==> config.mk <==
export PLATFORM = sky130hd
export DESIGN_NAME = sdf_cplx_delay_line_flat
export DESIGN_NICKNAME = d
export VERILOG_FILES = /design/src/rtl/fft_dly_pkg.sv /design/src/rtl/sdf_cplx_delay_line_if.sv /design/src/rtl/sdf_dly_ram.sv /design/src/rtl/sdf_cplx_delay_line.sv /design/src/flat_wrapper.sv
export SDC_FILE = /design/constraint.sdc
export NUM_CORES = 2
export LEC_CHECK = 0
export ABC_AREA = 1
export BUFFER_PORTS_ARGS = -buffer_cell sky130_fd_sc_hd__buf_4
export CAP_MARGIN = 20
export CORE_MARGIN = 10
export CORE_UTILIZATION = 30
export DETAILED_ROUTE_END_ITERATION = 8
export HOLD_SLACK_MARGIN = 0.06
export MAX_ROUTING_LAYER = met4
export PLACE_DENSITY = 0.56
export SYNTH_ARGS = -nofsm -noshare
export SYNTH_HDL_FRONTEND = slang
export SYNTH_HIERARCHICAL = 1
export SYNTH_SLANG_ARGS = --single-unit
==> constraint.sdc <==
create_clock -name clk -period 5.64 [get_ports clk]
set_input_delay 1.128 -clock clk [delete_from_list [all_inputs] [get_ports clk]]
set_output_delay 1.128 -clock clk [all_outputs]
set_load 0.01 [all_outputs]
==> src/rtl/fft_dly_pkg.sv <==
// Shared definitions for the SDF complex delay line: FSM encoding, sample type, depth clamp.
package fft_dly_pkg;

    localparam int unsigned CPLX_BW = 16;

    // FSM encoding
    localparam logic [1:0] ST_IDLE  = 2'd0;
    localparam logic [1:0] ST_FILL  = 2'd1;
    localparam logic [1:0] ST_RUN   = 2'd2;
    localparam logic [1:0] ST_DRAIN = 2'd3;

    typedef struct packed {
        logic [CPLX_BW-1:0] re;
        logic [CPLX_BW-1:0] im;
    } cplx_t;

    // Requested log2 depth limited to the largest supported value
    function automatic int unsigned log2_clamp(input int unsigned log2_req,
                                               input int unsigned log2_max);
        return (log2_req > log2_max) ? log2_max : log2_req;
    endfunction

endpackage

==> src/rtl/sdf_cplx_delay_line_if.sv <==
// Stream, control and status signals of the SDF complex delay line.
interface sdf_cplx_delay_line_if #(
    parameter int unsigned BW        = 16,
    parameter int unsigned MAX_DEPTH = 64
);
    localparam int unsigned LOG2_MAX = $clog2(MAX_DEPTH);

    logic                cfg_load;
    logic [LOG2_MAX:0]   cfg_log2_depth;
    logic                in_valid;
    logic                in_ready;
    logic [BW-1:0]       in_re;
    logic [BW-1:0]       in_im;
    logic                flush;
    logic                out_valid;
    logic [BW-1:0]       out_re;
    logic [BW-1:0]       out_im;
    logic [LOG2_MAX:0]   fill_cnt;
    logic                busy;

    // Sample source / controller side
    modport master (
        output cfg_load, cfg_log2_depth, in_valid, in_re, in_im, flush,
        input  in_ready, out_valid, out_re, out_im, fill_cnt, busy
    );

    // Delay line side
    modport slave (
        input  cfg_load, cfg_log2_depth, in_valid, in_re, in_im, flush,
        output in_ready, out_valid, out_re, out_im, fill_cnt, busy
    );

endinterface

==> src/rtl/sdf_dly_ram.sv <==
// Storage for the delay line: single address port, write on we_i, combinational read.
// The caller registers rdata_o on the same edge as the write, giving read-before-write.
module sdf_dly_ram #(
    parameter int unsigned DW    = 32,
    parameter int unsigned DEPTH = 64,
    parameter int unsigned AW    = 6
) (
    input  logic          clk_i,
    input  logic          we_i,
    input  logic [AW-1:0] addr_i,
    input  logic [DW-1:0] wdata_i,
    output logic [DW-1:0] rdata_o
);

    logic [DW-1:0] mem [DEPTH];

    // Write port; contents are deliberately not reset
    always_ff @(posedge clk_i) begin
        if (we_i) begin
            mem[addr_i] <= wdata_i;
        end
    end

    assign rdata_o = mem[addr_i];

endmodule

==> src/rtl/sdf_cplx_delay_line.sv <==
// Complex feedback delay line for SDF FFT stages: circular buffer with fill tracking,
// output-valid flag, backpressure during drain and flush.
// Optional run-time depth selection is enabled by defining SDF_DLY_DEPTH_CFG_EN.
module sdf_cplx_delay_line
    import fft_dly_pkg::*;
#(
    parameter int unsigned BW        = 16,
    parameter int unsigned MAX_DEPTH = 64
) (
    input logic                  clk,
    input logic                  reset_n,
    sdf_cplx_delay_line_if.slave bus
);

    localparam int unsigned LOG2_MAX = $clog2(MAX_DEPTH);
    localparam int unsigned AW       = LOG2_MAX;
    localparam int unsigned CW       = LOG2_MAX + 1;

    logic [1:0]      state_q, state_d;
    logic [AW-1:0]   wp_q, wp_d;
    logic [CW-1:0]   fill_q, fill_d;
    logic [CW-1:0]   drain_q, drain_d;
    logic            out_valid_q, out_valid_d;
    logic [BW-1:0]   out_re_q, out_re_d;
    logic [BW-1:0]   out_im_q, out_im_d;

    logic [CW-1:0]   depth_l2;
    logic [CW-1:0]   depth;
    logic [CW-1:0]   depth_m1;
    logic [AW-1:0]   wp_mask;
    logic [AW-1:0]   wp_next;
    logic [CW:0]     drain_sum;
    logic            accept;
    logic            draining;
    logic            ram_we;
    logic [2*BW-1:0] ram_wdata;
    logic [2*BW-1:0] ram_rdata;

`ifdef SDF_DLY_DEPTH_CFG_EN
    logic [CW-1:0]   depth_l2_q, depth_l2_d;

    // Depth can only change while nothing is stored
    always_comb begin
        depth_l2_d = depth_l2_q;
        if (state_q == ST_IDLE && bus.cfg_load) begin
            depth_l2_d = CW'(log2_clamp(32'(bus.cfg_log2_depth), LOG2_MAX));
        end
    end

    // Depth register
    always_ff @(posedge clk or negedge reset_n) begin
        if (!reset_n) begin
            depth_l2_q <= CW'(LOG2_MAX);
        end else begin
            depth_l2_q <= depth_l2_d;
        end
    end

    assign depth_l2 = depth_l2_q;
`else
    logic unused_cfg;

    assign unused_cfg = bus.cfg_load ^ (^bus.cfg_log2_depth);
    assign depth_l2   = CW'(LOG2_MAX);
`endif

    assign depth    = CW'(1) << depth_l2;
    assign depth_m1 = depth - CW'(1);
    assign wp_mask  = depth_m1[AW-1:0];
    assign wp_next  = (wp_q + AW'(1)) & wp_mask;

    assign draining  = (state_q == ST_DRAIN);
    assign accept    = bus.in_valid & ~draining;
    assign ram_we    = accept | draining;
    // Drain pushes zeros through so stored samples reach the output
    assign ram_wdata = draining ? '0 : {bus.in_re, bus.in_im};
    // While draining, drain_q + fill_q stays at D once real samples start leaving
    assign drain_sum = {1'b0, drain_q} + {1'b0, fill_q};

    sdf_dly_ram #(
        .DW    (2 * BW),
        .DEPTH (MAX_DEPTH),
        .AW    (AW)
    ) u_ram (
        .clk_i   (clk),
        .we_i    (ram_we),
        .addr_i  (wp_q),
        .wdata_i (ram_wdata),
        .rdata_o (ram_rdata)
    );

    // FSM, write pointer, fill/drain counters and output capture
    always_comb begin
        state_d     = state_q;
        wp_d        = wp_q;
        fill_d      = fill_q;
        drain_d     = drain_q;
        out_valid_d = 1'b0;
        out_re_d    = out_re_q;
        out_im_d    = out_im_q;

        if (draining) begin
            wp_d        = wp_next;
            out_re_d    = ram_rdata[2*BW-1:BW];
            out_im_d    = ram_rdata[BW-1:0];
            out_valid_d = (drain_sum >= {1'b0, depth});
            if (out_valid_d) begin
                fill_d = fill_q - CW'(1);
            end
            if (drain_q == depth_m1) begin
                state_d = ST_IDLE;
                wp_d    = '0;
                fill_d  = '0;
                drain_d = '0;
            end else begin
                drain_d = drain_q + CW'(1);
            end
        end else if (accept) begin
            wp_d        = wp_next;
            out_re_d    = ram_rdata[2*BW-1:BW];
            out_im_d    = ram_rdata[BW-1:0];
            out_valid_d = (fill_q == depth);
            if (fill_q != depth) begin
                fill_d = fill_q + CW'(1);
            end
            state_d = (fill_d == depth) ? ST_RUN : ST_FILL;
        end

        // Same-cycle accept above is kept; drain starts next cycle
        if (bus.flush && (state_q == ST_FILL || state_q == ST_RUN)) begin
            state_d = ST_DRAIN;
            drain_d = '0;
        end
    end

    // State and output registers
    always_ff @(posedge clk or negedge reset_n) begin
        if (!reset_n) begin
            state_q     <= ST_IDLE;
            wp_q        <= '0;
            fill_q      <= '0;
            drain_q     <= '0;
            out_valid_q <= 1'b0;
            out_re_q    <= '0;
            out_im_q    <= '0;
        end else begin
            state_q     <= state_d;
            wp_q        <= wp_d;
            fill_q      <= fill_d;
            drain_q     <= drain_d;
            out_valid_q <= out_valid_d;
            out_re_q    <= out_re_d;
            out_im_q    <= out_im_d;
        end
    end

    assign bus.in_ready  = ~draining;
    assign bus.out_valid = out_valid_q;
    assign bus.out_re    = out_re_q;
    assign bus.out_im    = out_im_q;
    assign bus.fill_cnt  = fill_q;
    assign bus.busy      = (state_q != ST_IDLE);

endmodule

==> src/flat_wrapper.sv <==
// flat-port wrapper written by rule: the top's interface ports become plain ports
module sdf_cplx_delay_line_flat import fft_dly_pkg::*;
#(
    parameter int unsigned BW        = 16,
    parameter int unsigned MAX_DEPTH = 64
)
  (clk, reset_n, bus_cfg_load, bus_cfg_log2_depth, bus_in_valid, bus_in_re, bus_in_im, bus_flush, bus_in_ready, bus_out_valid, bus_out_re, bus_out_im, bus_fill_cnt, bus_busy);
  sdf_cplx_delay_line_if #(.BW(BW), .MAX_DEPTH(MAX_DEPTH)) bus_i ();
  input logic clk;
  input logic reset_n;
  input wire logic [$bits(bus_i.cfg_load)-1:0] bus_cfg_load;
  input wire logic [$bits(bus_i.cfg_log2_depth)-1:0] bus_cfg_log2_depth;
  input wire logic [$bits(bus_i.in_valid)-1:0] bus_in_valid;
  input wire logic [$bits(bus_i.in_re)-1:0] bus_in_re;
  input wire logic [$bits(bus_i.in_im)-1:0] bus_in_im;
  input wire logic [$bits(bus_i.flush)-1:0] bus_flush;
  output wire logic [$bits(bus_i.in_ready)-1:0] bus_in_ready;
  output wire logic [$bits(bus_i.out_valid)-1:0] bus_out_valid;
  output wire logic [$bits(bus_i.out_re)-1:0] bus_out_re;
  output wire logic [$bits(bus_i.out_im)-1:0] bus_out_im;
  output wire logic [$bits(bus_i.fill_cnt)-1:0] bus_fill_cnt;
  output wire logic [$bits(bus_i.busy)-1:0] bus_busy;
  assign bus_i.cfg_load = bus_cfg_load;
  assign bus_i.cfg_log2_depth = bus_cfg_log2_depth;
  assign bus_i.in_valid = bus_in_valid;
  assign bus_i.in_re = bus_in_re;
  assign bus_i.in_im = bus_in_im;
  assign bus_i.flush = bus_flush;
  assign bus_in_ready = bus_i.in_ready;
  assign bus_out_valid = bus_i.out_valid;
  assign bus_out_re = bus_i.out_re;
  assign bus_out_im = bus_i.out_im;
  assign bus_fill_cnt = bus_i.fill_cnt;
  assign bus_busy = bus_i.busy;
  sdf_cplx_delay_line #(.BW(BW), .MAX_DEPTH(MAX_DEPTH)) u_core (.clk(clk), .reset_n(reset_n), .bus(bus_i));
endmodule
* Yosys cells after proc, flatten, opt, wreduce, memory -nomap -nowiden
Memory sizes are Yosys's and may differ from the RTL's.
Index checks and enable logic that the tools add are counted.
** Operators by class
- $add $sub $neg :: 5
- $mul :: 0
- Div/mod/pow operators :: 0
- $lt $le $gt $ge :: 1
- Equal/unequal tests :: 9
- Shifts and indexed selects :: 0
- Mux-type cells :: 27
- Bitwise gates (word level) :: 3
- Reductions and logical operators :: 8
** Operators with widths (number)
- 7-bit 2-to-1 mux :: 10
- 16-bit 2-to-1 mux :: 4
- 32-bit 2-to-1 mux :: 1
- 6-bit 2-to-1 mux :: 3
- 7-bit by 1-bit adder with 7-bit output (second input constant) :: 2
- 7-bit equality test (second input constant) :: 2
- 2-bit 2-to-1 mux :: 5
- 7-bit by 7-bit adder with 8-bit output :: 1
- 8-bit by 7-bit greater-or-equal comparator with 1-bit output (second input constant) :: 1
- 7-bit by 6-bit equality test with 1-bit output (second input constant) :: 1
- 7-bit inequality test (second input constant) :: 1
- 7-bit by 1-bit subtractor with 7-bit output (second input constant) :: 1
- 6-bit by 1-bit adder with 6-bit output (second input constant) :: 1
- 3-bit inequality test (second input constant) :: 2
- 2-bit nonzero test :: 3
- 2-bit equality test (second input constant) :: 2
- 1-bit 2-to-1 mux :: 4
- 2-bit AND reduction :: 2
- 3-bit nonzero test :: 1
- 2-bit by 1-bit equality test with 1-bit output (second input constant) :: 1
- 1-bit bitwise AND :: 1
- 1-bit logical AND :: 1
- 1-bit logical OR :: 1
- 1-bit inverter :: 1
- 1-bit bitwise OR :: 1
** Word-level totals
- Bits in registers :: 55
- Bits in latches :: 0
- Bits in writable memories :: 2048
- ROM bits :: 0
- Output and inout bits :: 42
- Logic and storage cells :: 61
- Memories :: 1
** Memory list
- u_core.u_ram.mem :: depth 64, width 32, read ports 1, clocked after Yosys merged registers in 0, wr ports 1, line sdf_dly_ram.sv:15 : logic [DW-1:0] mem [DEPTH];

* Depth between registers and ports, before layout
- Depth after elaboration :: 10
- Mapped depth :: 17
- Mapped depth without buffers :: 13

* By module
Netlist, hierarchy kept.
** Modules (own cells, without submodules)
- sdf_dly_ram :: times used 1, cells each 8408, area an instance 85862.3 um2, seq. area each 61499.0 um2
- sdf_cplx_delay_line :: times used 1, cells each 453, area an instance 3214.3 um2, seq. area each 1376.3 um2

* Worst setup path after synthesis
Ideal clock, no wire load.
- Kind :: input to register
- Start point :: input bus_in_valid
- End point :: memory u_core.u_ram.mem[41][0] (enable)
- Setup time :: 0.502 ns
- Arrival time :: 5.118 ns
- Data required time :: 5.138 ns
- Setup slack :: 0.020 ns
- Stages on the path :: 7
- Path buffers :: 3
- Cells stage by stage :: nor2_1 -> buf_2 -> inv_2 -> buf_2 -> clkbuf_1 -> inv_1 -> nor4_1
** On the way
- Cells in the longest elaborated chain, start to end :: 4
** RTL lines
- from (decl) :: line flat_wrapper.sv:13 : input wire logic [$bits(bus_i.in_valid)-1:0] bus_in_valid;
- 1-bit bitwise AND :: line sdf_cplx_delay_line.sv:73 : assign accept = bus.in_valid & ~draining;
- 1-bit bitwise OR :: line sdf_cplx_delay_line.sv:74 : assign ram_we = accept | draining;
- via u_core.ram_we :: line sdf_cplx_delay_line.sv:35 : logic ram_we;
- 1-bit 2-to-1 mux :: line sdf_dly_ram.sv:19 : if (we_i) begin
- 1-bit 2-to-1 mux (not written as such) :: line sdf_dly_ram.sv:20 : mem[addr_i] <= wdata_i;
- to (decl) :: line sdf_dly_ram.sv:15
The timed path passes the listed nets, and every way through them passes these cells.

* Final worst setup path
- Start point :: register u_core.wp_q[0]
- End point :: register u_core.out_im_q[14], in the netlist u_core/bus.out_im[14]
** On the way
- Cells in the longest elaborated chain, start to end :: 3
** RTL lines
- from (decl) :: line sdf_cplx_delay_line.sv:20 : logic [AW-1:0] wp_q, wp_d;
- from (signal assigned) :: line sdf_cplx_delay_line.sv:148 : wp_q <= wp_d;
- memory read 64 x 32 bit (*)
- via u_core.ram_rdata[14] :: line sdf_cplx_delay_line.sv:37 : logic [2*BW-1:0] ram_rdata;
- 16-bit 2-to-1 mux :: line sdf_cplx_delay_line.sv:118 : end else if (accept) begin
- 16-bit 2-to-1 mux (*) :: line sdf_cplx_delay_line.sv:102 : if (draining) begin
- to (signal assigned) :: line sdf_cplx_delay_line.sv:153 : out_im_q <= out_im_d;
- to (decl) :: line sdf_cplx_delay_line.sv:25 : logic [BW-1:0] out_im_q, out_im_d;
The timed path passes the listed nets; every way through them passes the cells marked *. The select of a mux whose other input is x is not followed.
A chain may end at the register's enable or synchronous reset.

==> summary.txt <==
Run status
  • Status: finished clean

Clock network
  • Clock sink count: between 2000 and 2500
  • CTS tree: built
  • Worst-Skew Late Latency: ~850 ps
  • Clock Tree Root: clkbuf_16
  • Buffer depth of the longest clock path: 3
  • Clock buffers created by TritonCTS: roughly 210
  • # Post-CTS Setup Buffers: 0
  • Resized Gates After CTS: 0
  • Post-CTS clock slew at the launch and capture registers of the worst setup and hold paths: about 60 ps
  • CTS hold repair buffers: 0
  • Deepest level of the CTS H-tree: 4

STA
  • Peak Freq: 0.261 GHz
  • Slew Viols, Final: 0
  • Worst slew pin tran: between 1000 and 1500 ps
  • Final number of hold-violating endpoints: 0
  • Fin Setup TNS: 0 ps
  • Relative slew slack: 0.238
  • Final setup violation count: 0
  • Final critical path time including I/O delays and setup: roughly 3800 ps
  • Crit share post-route: 0.681
  • Unrepaired setup endpoints after global routing: false
  • Final Skew: 25.8 ps

Logic synthesis
  • Mapped Nets: 8921
  • Proportion of synthesized chip area in sequential cells: 0.706
  • Cell count after synthesis: slightly below 9000
  • Synth Area per Inst: just over 10 sq um
  • Yosys synthesis warning count: 6
  • EDFF count, synth: ~2000
  • Post-synthesis register bit count: between 2000 and 2500
  • Predominant post-synthesis flop cell: edfxtp_1
  • Synth async-reset ratio: 0.0262
  • Mapped cell area: ~0.089 sq mm
  • Post-synth cell types: 35

Global routing
  • Via count of the first global-routing pass: between 50000 and 60000
  • Maximum number of pins on one net before global-route repair: 180
  • Total global routing overflow: 0
  • Antenna violations before repair: 9
  • Global-route wire length before repair: 367000 um
  • GR Util All Layers: 0.154

Floorplanning
  • Standard-cell row count: 200
  • Boundary pin count: 86
  • Total die area: about 0.32 sq mm
  • Core Area: 0.296 sq mm
  • Initial cell density of the core: 0.301
  • Die Span X: roughly 560 um
  • Die Height: approximately 560 um

Setup path
  • Maximum fanout along the worst path: between 100 and 150
  • Critical Path Source: u_core/wp_q[0]
  • Required arrival time at the worst endpoint: roughly 6400 ps
  • Startpoint of the worst-slack reg-to-reg timing path: u_core/wp_q[0]
  • Element type at the critical path start: flop
  • CP peak stage delay: about 850 ps
  • Crit-path most repeated cell: nand2_1
  • Number of cells on the critical path: 15
  • Worst path buffer plus inverter count: 3
  • Worst Setup End Kind: flop
  • Signal arrival time at the worst endpoint: roughly 4600 ps
  • List of cells traversed by the critical path: inv_8 -> buf_16 -> buf_4 -> nand2_1 -> nand2_1 -> nand2_1 -> nand2_1 -> nand2_1 -> nand2_1 -> nand2_1 -> nand2_1 -> nor2_1 -> nand2_1 -> nand2_1 -> nand2_1
  • Highest-delay cell along the critical path: dfrtp_4
  • Crit path max-delay family: simple AND/OR/NAND/NOR gates
  • Type of the worst setup path: flop to flop
  • Cells on worst reg2reg path: 15

Detailed routing
  • Uppermost routed layer: met4
  • Average detailed-routed wire length per instance: 18.9 um
  • Sum of routed wire length over all layers: around 250000 um
  • Routed length on met2: roughly 110000 um
  • WL met1: ~110000 um
  • Vias: around 60000
  • Post-route ant nets: 0
  • Detailed-route vias per instance: ~4.6
  • DR DRC count: 0
  • Routed met3 length: around 17000 um
  • Detailed router's first-iteration violation count: roughly 6000
  • Initial DRT Pass Iterations: 6

Layout
  • Filler Cell Count: between 20000 and 30000
  • # nets final: 8954
  • Area added between synthesis and finish: 14.2%
  • Non-Filler Cell Area, Final: a little over 0.1 sq mm
  • Share of final-layout standard cells stronger than drive strength 1: 0.0759

Placed design
  • Number of I/O port buffers: 77
  • Weighted congestion reported at the end of routability-driven placement: approximately 0.8
  • Cell area after placement: roughly 0.095 sq mm
  • Dpl hpwl: ~130000 um

Power
  • Power per Cell Area: 520 mW/mm^2
  • VDD IR max: 0.615 mV
  • Total leakage power: 42.2 nW

Min path
  • Worst hold path type: primary input to asynchronous set/reset pin

Job
  • Max cap viols: 0
[layout make-up]
class                      count  area [sq um]  share of cell area
antenna                        2          5.00           0.0000492
clock buffer                 274          5670              0.0558
clock inverter               124           978             0.00962
inverter                      96           383             0.00376
multi-input combinational   6225         24600               0.242
sequential                  2103         62900               0.618
tap                         3939          4930              0.0484
timing repair buffer         256          2290              0.0225
[state kept, by name (all words and copies together) (netlist names)]
signal and flops:
u_core/bus.fill_cnt 7, u_core/bus.out_im 16, u_core/bus.out_re 16, u_core/bus.out_valid 1, u_core/drain_q 7, u_core/state_q 2
u_core/u_ram/mem 2048, u_core/wp_q 6
[cell usage after synthesis, types with 3 or more instances]
library cell  instances  area, sq um
or2_2                 5         31.3
nor2_2                7         43.8
nand2_1            5895        22100
inv_1                78          293
dfrtp_1              55         1380
inv_2                18         67.6
buf_6                 5         56.3
nor3_2                8         80.1
buf_4                11         82.6
edfxtp_1           2048        61500
a21oi_1               9         45.0
nand3_1              43          215
o21ai_0              18         90.1
nand4_1               6         37.5
nor2_1              188          706
nor4_1                3         18.8
ha_1                 15          188
o21ai_1               5         25.0
buf_2               250         1250
clkbuf_1            142          533
xor2_1                4         35.0
o211ai_1              5         37.5
buf_1                29          109
[per-stage QoR]
stage	total power (W)	std cells	setup WS [ps]	hold slack (ps)	util
after floorplan	0.0322	8861	20.2	480	-
after global placement	0.0394	12617	1750	469	0.321
after detailed placement	0.0396	12618	1740	466	0.321
after CTS	0.0532	13016	1740	413	0.343
after global routing	0.0560	13017	1580	457	0.343
final	0.0529	13019	1800	434	0.343
[worst paths after layout]
path                                          to  slack, ps
max                        u_core/bus.out_im[14]       1800
min                         u_core/bus.out_im[6]        430
max reg2reg                u_core/bus.out_im[14]       1800
min reg2reg                 u_core/bus.out_im[9]        480
max in group asynchronous         u_core/wp_q[0]       4480
min in group clk            u_core/bus.out_im[9]        480
[layout by cell type, fill, tap and decap left out, drive strengths merged, types with 9 or more instances in the layout]
master / instances
nor3: 9
a21oi: 10
nand3: 43
nor2: 195
buf: 256
clkinv: 100
nand2: 5896
clkbuf: 274
bufinv: 14
dfrtp: 55
ha: 15
inv: 103
edfxtp: 2048
o21ai: 23
[cells by family after synthesis]
logic type               count (synthesis)  share of synthesized area
AND/OR/NAND/NOR                       6164                      0.262
flip-flops                            2103                      0.706
buffers and inverters                  533                     0.0269
AO/OA/AOI/OAI                           41                    0.00261
adder cells (fa/ha/maj)                 16                    0.00233
XOR/XNOR                                 4                   0.000393
[report_power, final]
part	switching (W)	internal [W]
Clock	0.00591	0.00770
Sequential	0.000498	0.0195
Combinational	0.0147	0.00460
[routing by layer]
| layer | track usage | vias up |
|---|---|---|
| li1 | - | 28649 |
| met1 | 0.205 | 29441 |
| met2 | 0.245 | 1862 |
| met3 | 0.0247 | 355 |
| met4 | 0.0459 | 0 |
| met5 | - | - |
Note: power is estimated with default switching activity, not from simulation.
